$ cat config.mk
export PLATFORM = sky130hd
export DESIGN_NAME = driver_audio_sample_port
export DESIGN_NICKNAME = d
export VERILOG_FILES = /design/src/rtl/audio_port_pkg.sv /design/src/rtl/sync_fifo.sv /design/src/rtl/driver_audio_sample_port.sv
export SDC_FILE = /design/constraint.sdc
export NUM_CORES = 1
export LEC_CHECK = 0
export BUFFER_PORTS_ARGS = -buffer_cell sky130_fd_sc_hd__buf_2
export CORE_MARGIN = 8
export CORE_UTILIZATION = 45
export CTS_CLUSTER_DIAMETER = 80
export DETAILED_ROUTE_END_ITERATION = 6
export GPL_TIMING_DRIVEN = 0
export HOLD_SLACK_MARGIN = 0.15
export SETUP_SLACK_MARGIN = 0.15
export SLEW_MARGIN = 25
export SYNTH_ARGS = -nofsm -noshare
export SYNTH_HDL_FRONTEND = slang
export SYNTH_SLANG_ARGS = --single-unit
export TNS_END_PERCENT = 10
$ cat constraint.sdc
create_clock -name clk -period 4.3 [get_ports clk]
set_input_delay 0.215 -clock clk [delete_from_list [all_inputs] [get_ports clk]]
set_output_delay 0.215 -clock clk [all_outputs]
set_load 0.01 [all_outputs]
$ cat src/rtl/audio_port_pkg.sv
// rtl/audio_port_pkg.sv - register map constants and status word packing for the audio sample port
package audio_port_pkg;

   localparam logic ADDR_DATA   = 1'b0;
   localparam logic ADDR_STATUS = 1'b1;

   localparam int EMPTY_BIT = 0;
   localparam int FULL_BIT  = 1;
   localparam int OVF_BIT   = 2;
   localparam int COUNT_LSB = 8;

   function automatic logic [31:0] pack_status(input logic empty, input logic full,
                                               input logic ovf, input logic [7:0] count);
      logic [31:0] word;
      word                        = '0;
      word[EMPTY_BIT]             = empty;
      word[FULL_BIT]              = full;
      word[OVF_BIT]               = ovf;
      word[COUNT_LSB +: 8]        = count;
      return word;
   endfunction

endpackage

$ cat src/rtl/sync_fifo.sv
// rtl/sync_fifo.sv - first-word fall-through FIFO with occupancy count
module sync_fifo
   import audio_port_pkg::*;
#(
   parameter int WIDTH = 28,
   parameter int DEPTH = 16,
   localparam int AW   = $clog2(DEPTH)
) (
   input  logic             clk,
   input  logic             rst,
   input  logic             push,
   input  logic             pop,
   input  logic [WIDTH-1:0] wdata,
   output logic [WIDTH-1:0] rdata,
   output logic [AW:0]      count,
   output logic             empty,
   output logic             full
);

   logic [WIDTH-1:0] mem [DEPTH];
   logic [AW-1:0]    wr_ptr;
   logic [AW-1:0]    rd_ptr;
   logic             do_push;
   logic             do_pop;

   assign empty = (count == '0);
   assign full  = (count == (AW+1)'(DEPTH));
   assign rdata = mem[rd_ptr];

   // A pop on the same edge frees the slot, so a full FIFO still accepts the push.
   assign do_pop  = pop && !empty;
   assign do_push = push && (!full || do_pop);

   always_ff @(posedge clk) begin
      if (do_push) begin
         mem[wr_ptr] <= wdata;
      end
   end

   always_ff @(posedge clk or posedge rst) begin
      if (rst) begin
         wr_ptr <= '0;
         rd_ptr <= '0;
         count  <= '0;
      end else begin
         if (do_push) begin
            wr_ptr <= wr_ptr + AW'(1);
         end
         if (do_pop) begin
            rd_ptr <= rd_ptr + AW'(1);
         end
         case ({do_push, do_pop})
            2'b10:   count <= count + (AW+1)'(1);
            2'b01:   count <= count - (AW+1)'(1);
            default: count <= count;
         endcase
      end
   end

endmodule

$ cat src/rtl/driver_audio_sample_port.sv
// rtl/driver_audio_sample_port.sv - audio sample stream into a FIFO read through a DATA/STATUS window
module driver_audio_sample_port
   import audio_port_pkg::*;
#(
   parameter int DATA_SIZE  = 28,
   parameter int FIFO_DEPTH = 16,
   localparam int AW        = $clog2(FIFO_DEPTH)
) (
   input  logic                 clk,
   input  logic                 rst,
   input  logic                 chipselect,
   input  logic                 address,
   input  logic                 read,
   input  logic                 source_valid,
   input  logic [DATA_SIZE-1:0] source_data,
   output logic                 source_ready,
   output logic [31:0]          read_data,
   output logic                 irq
);

   logic                 rd_sel;
   logic                 data_rd;
   logic                 status_rd;
   logic [DATA_SIZE-1:0] head;
   logic [AW:0]          count;
   logic                 empty;
   logic                 full;
   logic                 ovf;
   logic                 ovf_set;

   assign source_ready = 1'b1;
   assign irq          = 1'b0;

   assign rd_sel    = chipselect && read;
   assign data_rd   = rd_sel && (address == ADDR_DATA);
   assign status_rd = rd_sel && (address == ADDR_STATUS);

   sync_fifo #(
      .WIDTH (DATA_SIZE),
      .DEPTH (FIFO_DEPTH)
   ) u_fifo (
      .clk   (clk),
      .rst   (rst),
      .push  (source_valid),
      .pop   (data_rd),
      .wdata (source_data),
      .rdata (head),
      .count (count),
      .empty (empty),
      .full  (full)
   );

   // Drop only when nothing leaves on this edge; a concurrent pop makes room.
   assign ovf_set = source_valid && full && !data_rd;

   always_ff @(posedge clk or posedge rst) begin
      if (rst) begin
         ovf <= 1'b0;
      end else if (ovf_set) begin
         ovf <= 1'b1;
      end else if (status_rd) begin
         ovf <= 1'b0;
      end
   end

   always_comb begin
      read_data = '0;
      if (!rst && data_rd && !empty) begin
         read_data = 32'(head);
      end else if (!rst && status_rd) begin
         read_data = pack_status(empty, full, ovf, 8'(count));
      end
   end

endmodule

== After elaboration in Yosys (flattened, before gate mapping) ==
Memories as Yosys holds them, arrays and structs flattened.
Cells that the tools add are included.

* Add/sub/neg operators: 4
* Multiply operators: 0
* Divide/modulo/power cells: 0
* Order comparisons: 0
* Equal/unequal tests: 3
* Shift-type cells: 0
* Mux-type cells: 7
* Bitwise operators: 1
* Reductions and logical operators: 18

{| class="wikitable"
|+ Operator list
! cell !! count
|-
| 28-bit two-way mux || 1
|-
| 13-bit two-way mux || 1
|-
| 1-bit logical AND || 10
|-
| 5-bit one-hot mux with 2 select lines || 1
|-
| 4-bit by 1-bit adder with 4-bit output (second input constant) || 2
|-
| 5-bit by 1-bit adder with 5-bit output (second input constant) || 1
|-
| 5-bit == test (second input constant) || 1
|-
| 5-bit zero test || 1
|-
| 5-bit by 1-bit subtractor with 5-bit output (second input constant) || 1
|-
| 1-bit zero test || 4
|-
| 1-bit two-way mux || 4
|-
| 2-bit nonzero test || 2
|-
| 2-bit by 1-bit == test with 1-bit output (second input constant) || 1
|-
| 2-bit == test (second input constant) || 1
|-
| 1-bit logical OR || 1
|-
| 1-bit inverter || 1
|}

* Register bits: 14
* Bits in latches: 0
* Memory bits (writable): 448
* Memory bits (read-only): 0
* Bits of input ports: 34
* Output and inout port bits: 34
* Logic and storage cells: 38
* Memories: 1

{| class="wikitable"
|+ Memories
! name !! words !! bits a word !! read ports !! clocked after memory_dff !! wr ports !! line !! source
|-
| u_fifo.mem || 16 || 28 || 1 || 0 || 1 || sync_fifo.sv:20 || <nowiki>logic [WIDTH-1:0] mem [DEPTH];</nowiki>
|}

== Longest topological paths before layout ==
Gate-level depths: netlist of run 1.

* Depth after elaboration: 7
* Gate-level depth with buffers: 10
* Mapped depth without buffers: 8

== Hierarchy ==
A second synthesis of run 1 with hierarchy kept.

* Cell total of the unflattened synthesis: 857
* Area, all modules: 18143.7 um^2

{| class="wikitable"
|+ Modules (own cells, without submodules)
! module !! times used !! cells each !! area an instance (um^2) !! seq. area each (um^2)
|-
| sync_fifo || 1 || 805 || 17752.0 || 13778.2
|-
| driver_audio_sample_port || 1 || 52 || 391.6 || 25.0
|}

== Least setup slack after synthesis of run 1 ==
No wires, ideal clock.

* Path type: flip-flop to flip-flop
* Start: reg u_fifo.count[2]
* End: mem u_fifo.mem[3][0] (enable)
* Library setup time: 448 ps
* Arrival: 3045 ps
* Data required time: 3852 ps
* Slack: 807 ps
* Stages on the path, launching flop included: 6
* Buffers on the path: 1
* Clock period less this slack: 3493 ps
* Path through: dfrtp_1 buf_2 nor4_1 a31oi_2 nand2_1 nor3_1

* Word-level cells in the longest chain between the ends: 7
* Elaborated cells between the ends (all ways): 9
* Classes of those cells: eq/ne: 1; mux: 2; reduce/logical: 6

{| class="wikitable"
|+ RTL lines
! element !! line !! source
|-
| from (decl) || sync_fifo.sv:15 || <nowiki>output logic [AW:0] count,</nowiki>
|-
| from (signal assigned) || sync_fifo.sv:53 || <nowiki>2'b10: count <= count + (AW+1)'(1);</nowiki>
|-
| from (signal assigned) || sync_fifo.sv:54 || <nowiki>2'b01: count <= count - (AW+1)'(1);</nowiki>
|-
| from (signal assigned) || sync_fifo.sv:55 || <nowiki>default: count <= count;</nowiki>
|-
| 5-bit zero test || sync_fifo.sv:26 || <nowiki>assign empty = (count == '0);</nowiki>
|-
| 1-bit zero test || sync_fifo.sv:31 || <nowiki>assign do_pop = pop && !empty;</nowiki>
|-
| 1-bit logical AND || sync_fifo.sv:31 ||
|-
| 1-bit logical OR (*) || sync_fifo.sv:32 || <nowiki>assign do_push = push && (!full || do_pop);</nowiki>
|-
| 1-bit logical AND (*) || sync_fifo.sv:32 ||
|-
| 1-bit two-way mux (*) || sync_fifo.sv:35 || <nowiki>if (do_push) begin</nowiki>
|-
| 1-bit two-way mux (not written as such) (*) || sync_fifo.sv:36 || <nowiki>mem[wr_ptr] <= wdata;</nowiki>
|-
| to (decl) || sync_fifo.sv:20 ||
|}

Mark *: on every way between the ends. The rest lies on a longest branch, timed or not.

== Worst setup path in the final report of run 1 ==
* Start: reg u_fifo.rd_ptr[1]
* End: out read_data[27]

* Word-level cells in the longest chain between the ends: 2

{| class="wikitable"
|+ RTL lines
! element !! line !! source
|-
| from (decl) || sync_fifo.sv:22 || <nowiki>logic [AW-1:0] rd_ptr;</nowiki>
|-
| from (signal assigned) || sync_fifo.sv:50 || <nowiki>rd_ptr <= rd_ptr + AW'(1);</nowiki>
|-
| memory 16 x 28 bit || -- ||
|-
| 28-bit two-way mux || driver_audio_sample_port.sv:68 || <nowiki>if (!rst && data_rd && !empty) begin</nowiki>
|-
| to (decl) || driver_audio_sample_port.sv:17 || <nowiki>output logic [31:0] read_data,</nowiki>
|}

No other way between the ends.

==> results of run 1 <==
[kinds of logic after synthesis]
family,after synthesis
xor gates and xnor gates,10
AOI/OAI and AO/OA,60
adders and majority gates,6
muxes,131
and+or+nand+nor,96
buffers and inverters,59
DFF,462
other,2
[state kept, by name, summed over array words and instances (netlist names)]
register and count:
u_fifo.wr_ptr 4, u_fifo.rd_ptr 4, ovf 1, u_fifo.mem 448
u_fifo.count 5
[cells in the mapped netlist (7+ instances only)]
cell      number
xnor2_1        7
clkbuf_1      15
nor3_1        26
buf_2         24
mux2i_1       10
mux4_2       112
o22ai_1       21
dfrtp_1       14
edfxtp_1     448
nor2_1        21
nand2_1       10
nor2b_1       20
buf_4          7
mux2_2         7
a211oi_1      20
[metrics by stage]
| step | power [uW] | worst slack [ns] | hold slack, ns | std cells |
|---|---|---|---|---|
| global route | 14000 | 0.485 | 0.209 | 1574 |
| detailed placement | 9440 | 1.25 | 0.358 | 1457 |
| finish | 13500 | 0.692 | 0.168 | 1574 |
| floorplan | 8070 | 0.807 | 0.104 | 830 |
| global placement | 9170 | -2.15 | 0.357 | 1416 |
| CTS | 13600 | 0.638 | 0.153 | 1574 |
[metal layers]
layer / GRT usage / vias up / share of wire
met5: 0 / - / 0
met2: 0.285 / 314 / 0.48
met1: 0.253 / 4774 / 0.44
met4: 0.0397 / 0 / 0.017
met3: 0.0324 / 51 / 0.061
li1: - / 3833 / -
[area by class of cell]
| cell class | instances | area [sq um] |
|---|---|---|
| well taps | 525 | 657 |
| fillers | 2995 | 17900 |
| repair buffers | 133 | 1340 |
| clock buffers | 58 | 1260 |
| multi-input cells | 309 | 4000 |
| inverters | 5 | 18.8 |
| flip-flops and latches | 462 | 13800 |
| plain buffers | 54 | 289 |
| clock inverters | 28 | 320 |
[worst max-delay path, stage by stage, from the launching register on]
cell and delay, ns:
dfrtp_1 0.35, clkbuf_1 0.26, clkbuf_1 0.61, nand2b_1 0.21, clkbuf_1 0.63, o22ai_1 0.13
nor3_1 0.40, buf_2 0.22
[where the power goes]
part           switching [uW]  internal (uW)
Sequential                114           5420
Combinational            2100           1680
Clock                    1660           2500
[path summary, 6_finish.rpt]
path	end	start	depth (start not counted)	slack, ns
worst max-delay path	read_data[27]	u_fifo.rd_ptr[1]	7	0.69
worst min-delay path	ovf	chipselect	4	0.17
max in group asynchronous	u_fifo.wr_ptr[0]	rst	3	3.54
worst min register to register	ovf	ovf	2	0.56
worst max register to register	u_fifo.mem[3][25]	u_fifo.count[0]	7	1.41
min in group asynchronous	u_fifo.count[2]	rst	3	0.32
[what timing repair did]
item	CTS	global route
hold endpoints to repair	465	0
setup endpoints to repair	0	0
hold buffers	31	0
buffers inserted	0	0
==> impl_results.md, run 1 <==
* Largest net degree at the start of global routing at 17
* Required time worst endpoint at approximately 4 ns
* P_leak at 0.00707 uW
* Crit end category: output pin
* CP Launch Type: flop
* Maxcap violations at 0
* Area grow syn2layout at 20.6%
* Placed cell areas at 0.0198 sq mm
* Vias in the first global route at 9131
* #FFs+latches synth at 462
* H-tree levels at 2
* Antenna Violating Nets Remaining at 0
* First DRT Iteration DRCs at 821
* Port Buffer Count at 61
* ANT cells at 0
* Drt drc at 0
* Root buf cell: clkbuf_16
* Final hold vios at 0
* Clk_skew at 0.0232 ns
* Chip height at 216 um
* Critical path arrival at 3.39 ns
* Relative slew slack at 0.350
* Most common cell after layout, fill and taps aside: edfxtp_1
* Post-synth top area share at 0.748
* Unrepaired setup endpoints after global routing: false
* Sequential-to-total area share from yosys stat at 0.768
* CTS Sinks at 462
* Final instance area at 0.0217 sq mm
* Clk buf depth at 3
* Most frequent cells in the layout: 448 x edfxtp_1, 112 x mux4_2, 85 x buf_2, 49 x clkbuf_16, 31 x dlygate4sd3_1
* Asr flop ratio synth at 0.0303
* Simple-gate share of the synthesized area at 0.0280
* Post-Synth XOR/XNOR Area at 0.00487
* Setup_tns at 0 ns
* Leading area contributor after synthesis: edfxtp_1
* F_max at 277 MHz
* Num ports at 68
* Die area at approximately 0.047 sq mm
* Cell Pwr Density at 622 mW/mm^2
* Nets@finish at 1052
* Post-Syn Area at 0.0180 sq mm
* Row Count at 73
* Synth Area in Compound Gates at 0.0262
* Share of cells above drive strength 1 at 0.332
* Clock Latency Late Sink at between 0.5 and 0.6 ns
* TritonRoute pass-1 iters at 5
* Final Critical Period at 3.61 ns
* Initial Utilization at 0.455
* Fraction of synthesized area in multiplexers at 0.152
* Initial antenna violation count at 0
* Least-Margin Pin Slew at a little under 1 ns
* Outcome: finished, final reports clean
* Width of the die at 216 um
* WL final at 41.9 mm
* Setup CP Type: reg -> out
* Syn Area/Cell at 21.8 sq um
* CORE AREA at 0.0395 sq mm
* WL/cell at 26.6 um
* Cells after Synth at between 800 and 900
* Maximum VDD drop at 333 uV
* Gp weighted congestion at 0.731
* Post-Synth Adder-Cell Area at 0.00418
* Slew Limit Fails at 0
* Largest family of logic cells by synthesized area: multiplexers
* DP HPWL at around 27 mm
* YS warnings at 0
* Congestion Overflow GR at 0
* First-pass GRT wire length at approximately 61 mm
* CTS tree: yes
* Total CTS buffers at 47
* Post-synth cell types at between 40 and 50
* Hold crit path type: in -> reg
* Predominant post-synthesis flop cell: edfxtp_1
* Worst-path fanout max at 10
* Final period util at 0.839
* Final setup violation count at 0
* Number of synthesized flops with an enable pin at 448
* Quantity of gates resized following cts at 0
* Top cells by area, synth: edfxtp_1 75%, mux4_2 14%, dfrtp_1 1.9%
* Vias per cell at 5.70
* Total track usage at 0.178
* Clock Pin Slew Worst Setup and Hold Paths at 0.07 ns
* Via count at 8972
* Final Util at 0.548
Power figures use the tool's default switching activity.
==> inputs of run 2 (changes only) <==
--- a/config.mk
+++ b/config.mk
@@ -5,6 +5,7 @@
 export SDC_FILE = /design/constraint.sdc
 export NUM_CORES = 1
 export LEC_CHECK = 0
+export ABC_AREA = 1
 export BUFFER_PORTS_ARGS = -buffer_cell sky130_fd_sc_hd__buf_2
 export CORE_MARGIN = 8
 export CORE_UTILIZATION = 45
==> constraint.sdc (replaced) <==
create_clock -name clk -period 3.7 [get_ports clk]
set_input_delay 0.185 -clock clk [delete_from_list [all_inputs] [get_ports clk]]
set_output_delay 0.185 -clock clk [all_outputs]
set_load 0.01 [all_outputs]
==> run 2 against run 1 <==
Wire length rose by 27%. Register-to-register slack got worse by 0.19 ns. Clock skew fell by 0.0044 ns. Critical path type unchanged. Combinational power rose by 59%. Non-clock buffer count rose by 25. Global-route usage rose by 4.1 points. Synthesized cell count rose by 72%.
==> impl_results.md, run 2 <==
* Outcome: finished, final reports clean
* Nets@finish at 1631
* Initial Utilization at 0.457
* Met2 usage at 0.354
* Slew Limit Fails at 0
* Leading area contributor after synthesis: edfxtp_1
* Port Buffer Count at 61
* Initial antenna violation count at 1
* Crit end category: output pin
* Critical path arrival at between 3 and 4 ns
* First-pass GRT wire length at a little under 80 mm
* Reg-to-Reg End: u_fifo.mem[3][12]
* Asr flop ratio synth at 0.0303
* Sequential power share at 0.380
* Final period util at 0.897
* Top Usage Layer GRT: met2
* Met3 usage at 0.0291
* Top cells by area, synth: edfxtp_1 72%, nor2_1 5.7%, o21ai_0 5.6%
* Relative slew slack at 0.341
* Final hold vios at 0
* Num ports at 68
* Internal power at 10700 uW
* Cells after Synth at 1423
* Vias per cell at 5.77
* YS warnings at 0
* First DRT Iteration DRCs at about 1500
* Hold Path End: u_fifo.count[2]
* Worst reg-to-reg path cell count at 7
* Clock Latency Late Sink at 0.59 ns
* Root buf cell: clkbuf_16
* TritonRoute pass-1 iters at 5
* Most frequent cell after synthesis: edfxtp_1
* Logic gate share of total power at 0.353
* Gp weighted congestion at 0.833
* Regs by FF count: u_fifo.mem: 448 flops, u_fifo.count: 5 flops
* Area grow syn2layout at 17.8%
* Clock Pin Slew Worst Setup and Hold Paths at 0.06 ns
* Hold crit path type: in -> reg
* Switch share at 0.373
* CTS tree: yes
* Sequential-to-total area share from yosys stat at 0.739
* Most frequent cells after synthesis: 448 x edfxtp_1, 283 x nor2_1, 208 x o21ai_0
* Worst-path fanout max at 10
* Largest Register: u_fifo.mem
* Die area at about 0.048 sq mm
* Post-Syn Area at 0.0187 sq mm
* Unrepaired setup endpoints after global routing: false
* Most common cell after layout, fill and taps aside: edfxtp_1
* H-tree levels at 2
* Congestion Overflow GR at 0
* Worst Hold Depth at 7
* Total power at 17000 uW
* Max reg flops at 448
* Fillers at 3421
* P_leak at ~0.0074 uW
* CTS Sinks at 462
* Most frequent cells in the layout: 448 x edfxtp_1, 267 x nor2_1, 208 x o21ai_0, 97 x buf_2, 96 x nand2_1
* R2R Path Start: u_fifo.count[0]
* Clk buf depth at 3
* Least-Margin Pin Slew at 0.989 ns
* Maxcap violations at 0
* Predominant post-synthesis flop cell: edfxtp_1
* Row Count at 74
* Min-Delay Startpoint: read
* CP Launch Type: flop
* #FFs+latches synth at 462
* Final Critical Period at 3.32 ns
* Drt drc at 0
* DP HPWL at between 30 and 40 mm
* Chip height at 220 um
* Largest net degree at the start of global routing at 22
* Total track usage at 0.218
* Setup CP Type: reg -> out
* Worst hold slack at 0.280 ns
* P_sw at 6360 uW
* Total CTS buffers at 48
* Post-synth cell types at 36
* Syn Area/Cell at 13.1 sq um
* F_max at between 300 and 400 MHz
* Final setup violation count at 0
* Via count at between 10000 and 15000
* Share of cells above drive strength 1 at 0.151
* Reg2Reg Setup Slack at 1.22 ns
* Met1 track demand over resource at 0.299
* WL final at 53.2 mm
* WL/cell at 24.7 um
* Clk_skew at between 0.015 and 0.02 ns
* Antenna Violating Nets Remaining at 0
* Required time worst endpoint at 3.51 ns
* Cell Pwr Density at roughly 770 mW/mm^2
* Width of the die at 220 um
* Setup_tns at 0 ns
* CORE AREA at 0.0409 sq mm
* Vias in the first global route at 12214
* ANT cells at 0
* Post-synth top area share at 0.720
* Number of synthesized flops with an enable pin at 448
* Quantity of gates resized following cts at 0
* Clock share of power at 0.267
* Maximum VDD drop at 342 uV
==> run 2: worst max path at each step <==
stage	from	end	slack [ns]	cells after the start
floorplan	u_fifo.count[0]	u_fifo.mem[11][0]	1.12	6
global placement	u_fifo.count[0]	u_fifo.mem[11][13]	-0.55	6
detailed placement	u_fifo.rd_ptr[2]	read_data[4]	1.08	7
CTS	u_fifo.rd_ptr[2]	read_data[4]	0.45	7
global route	u_fifo.rd_ptr[2]	read_data[4]	0.34	7
finish	u_fifo.rd_ptr[2]	read_data[4]	0.38	7
==> run 2: metal layers <==
| layer | vias to the layer above | part of all wire |
|---|---|---|
| met5 | - | 0 |
| met4 | 0 | 0.026 |
| met1 | 6159 | 0.41 |
| met2 | 584 | 0.48 |
| li1 | 5598 | - |
| met3 | 102 | 0.081 |
==> run 2: kinds of logic (layout without fill, tap and decap cells) <==
kind of cell / after synthesis / in the layout / share of synthesized area
AO/OA/AOI/OAI: 404 / 404 / 0.126
XOR/XNOR: 9 / 9 / 0.00422
adder cells (fa/ha/maj): 6 / 6 / 0.00402
buffers and inverters: 120 / 318 / 0.0358
flip-flops: 462 / 462 / 0.739
other: 2 / 6 / 0.000402
AND/OR/NAND/NOR: 420 / 420 / 0.0913
==> run 2: what timing repair did <==
item                      4_1_cts  5_1_grt
buffers inserted                0        0
hold buffers                   34        0
hold endpoints to repair      464        0
==> run 2: critical path: stages, from the launching register on <==
cell and delay (ns):
dfrtp_1 0.45, clkbuf_1 0.54, clkbuf_1 0.69, nand2_1 0.11, nand2_1 0.15, nor2_1 0.10, a211oi_2 0.32, buf_2 0.20
==> run 2: through the flow <==
stage	std cells	instance area [sq um]	util	setup WS [ns]
floorplan	1427	18700	-	1.12
global placement	2020	19700	0.481	-0.554
detailed placement	2039	20200	0.494	1.08
CTS	2157	22000	0.538	0.452
global route	2157	22000	0.538	0.337
finish	2157	22000	0.538	0.380
==> run 2: power groups by stage <==
stage | combinational (uW) | clock, uW | sequential [uW]
CTS | 5950 | 4600 | 6470
global placement | 5570 | 0 | 6610
finish | 6020 | 4540 | 6470
detailed placement | 5890 | 0 | 6570
floorplan | 3560 | 0 | 6550
global route | 6480 | 4800 | 6510
==> run 2: layout make-up <==
type | count | area [sq um] | area share
multi-input cells | 845 | 4350 | 0.198
clock buffers | 59 | 1260 | 0.0574
flip-flops and latches | 462 | 13800 | 0.627
clock inverters | 25 | 188 | 0.00852
well taps | 532 | 666 | 0.0302
repair buffers | 114 | 1080 | 0.0490
inverters | 22 | 90.1 | 0.00409
plain buffers | 98 | 578 | 0.0263
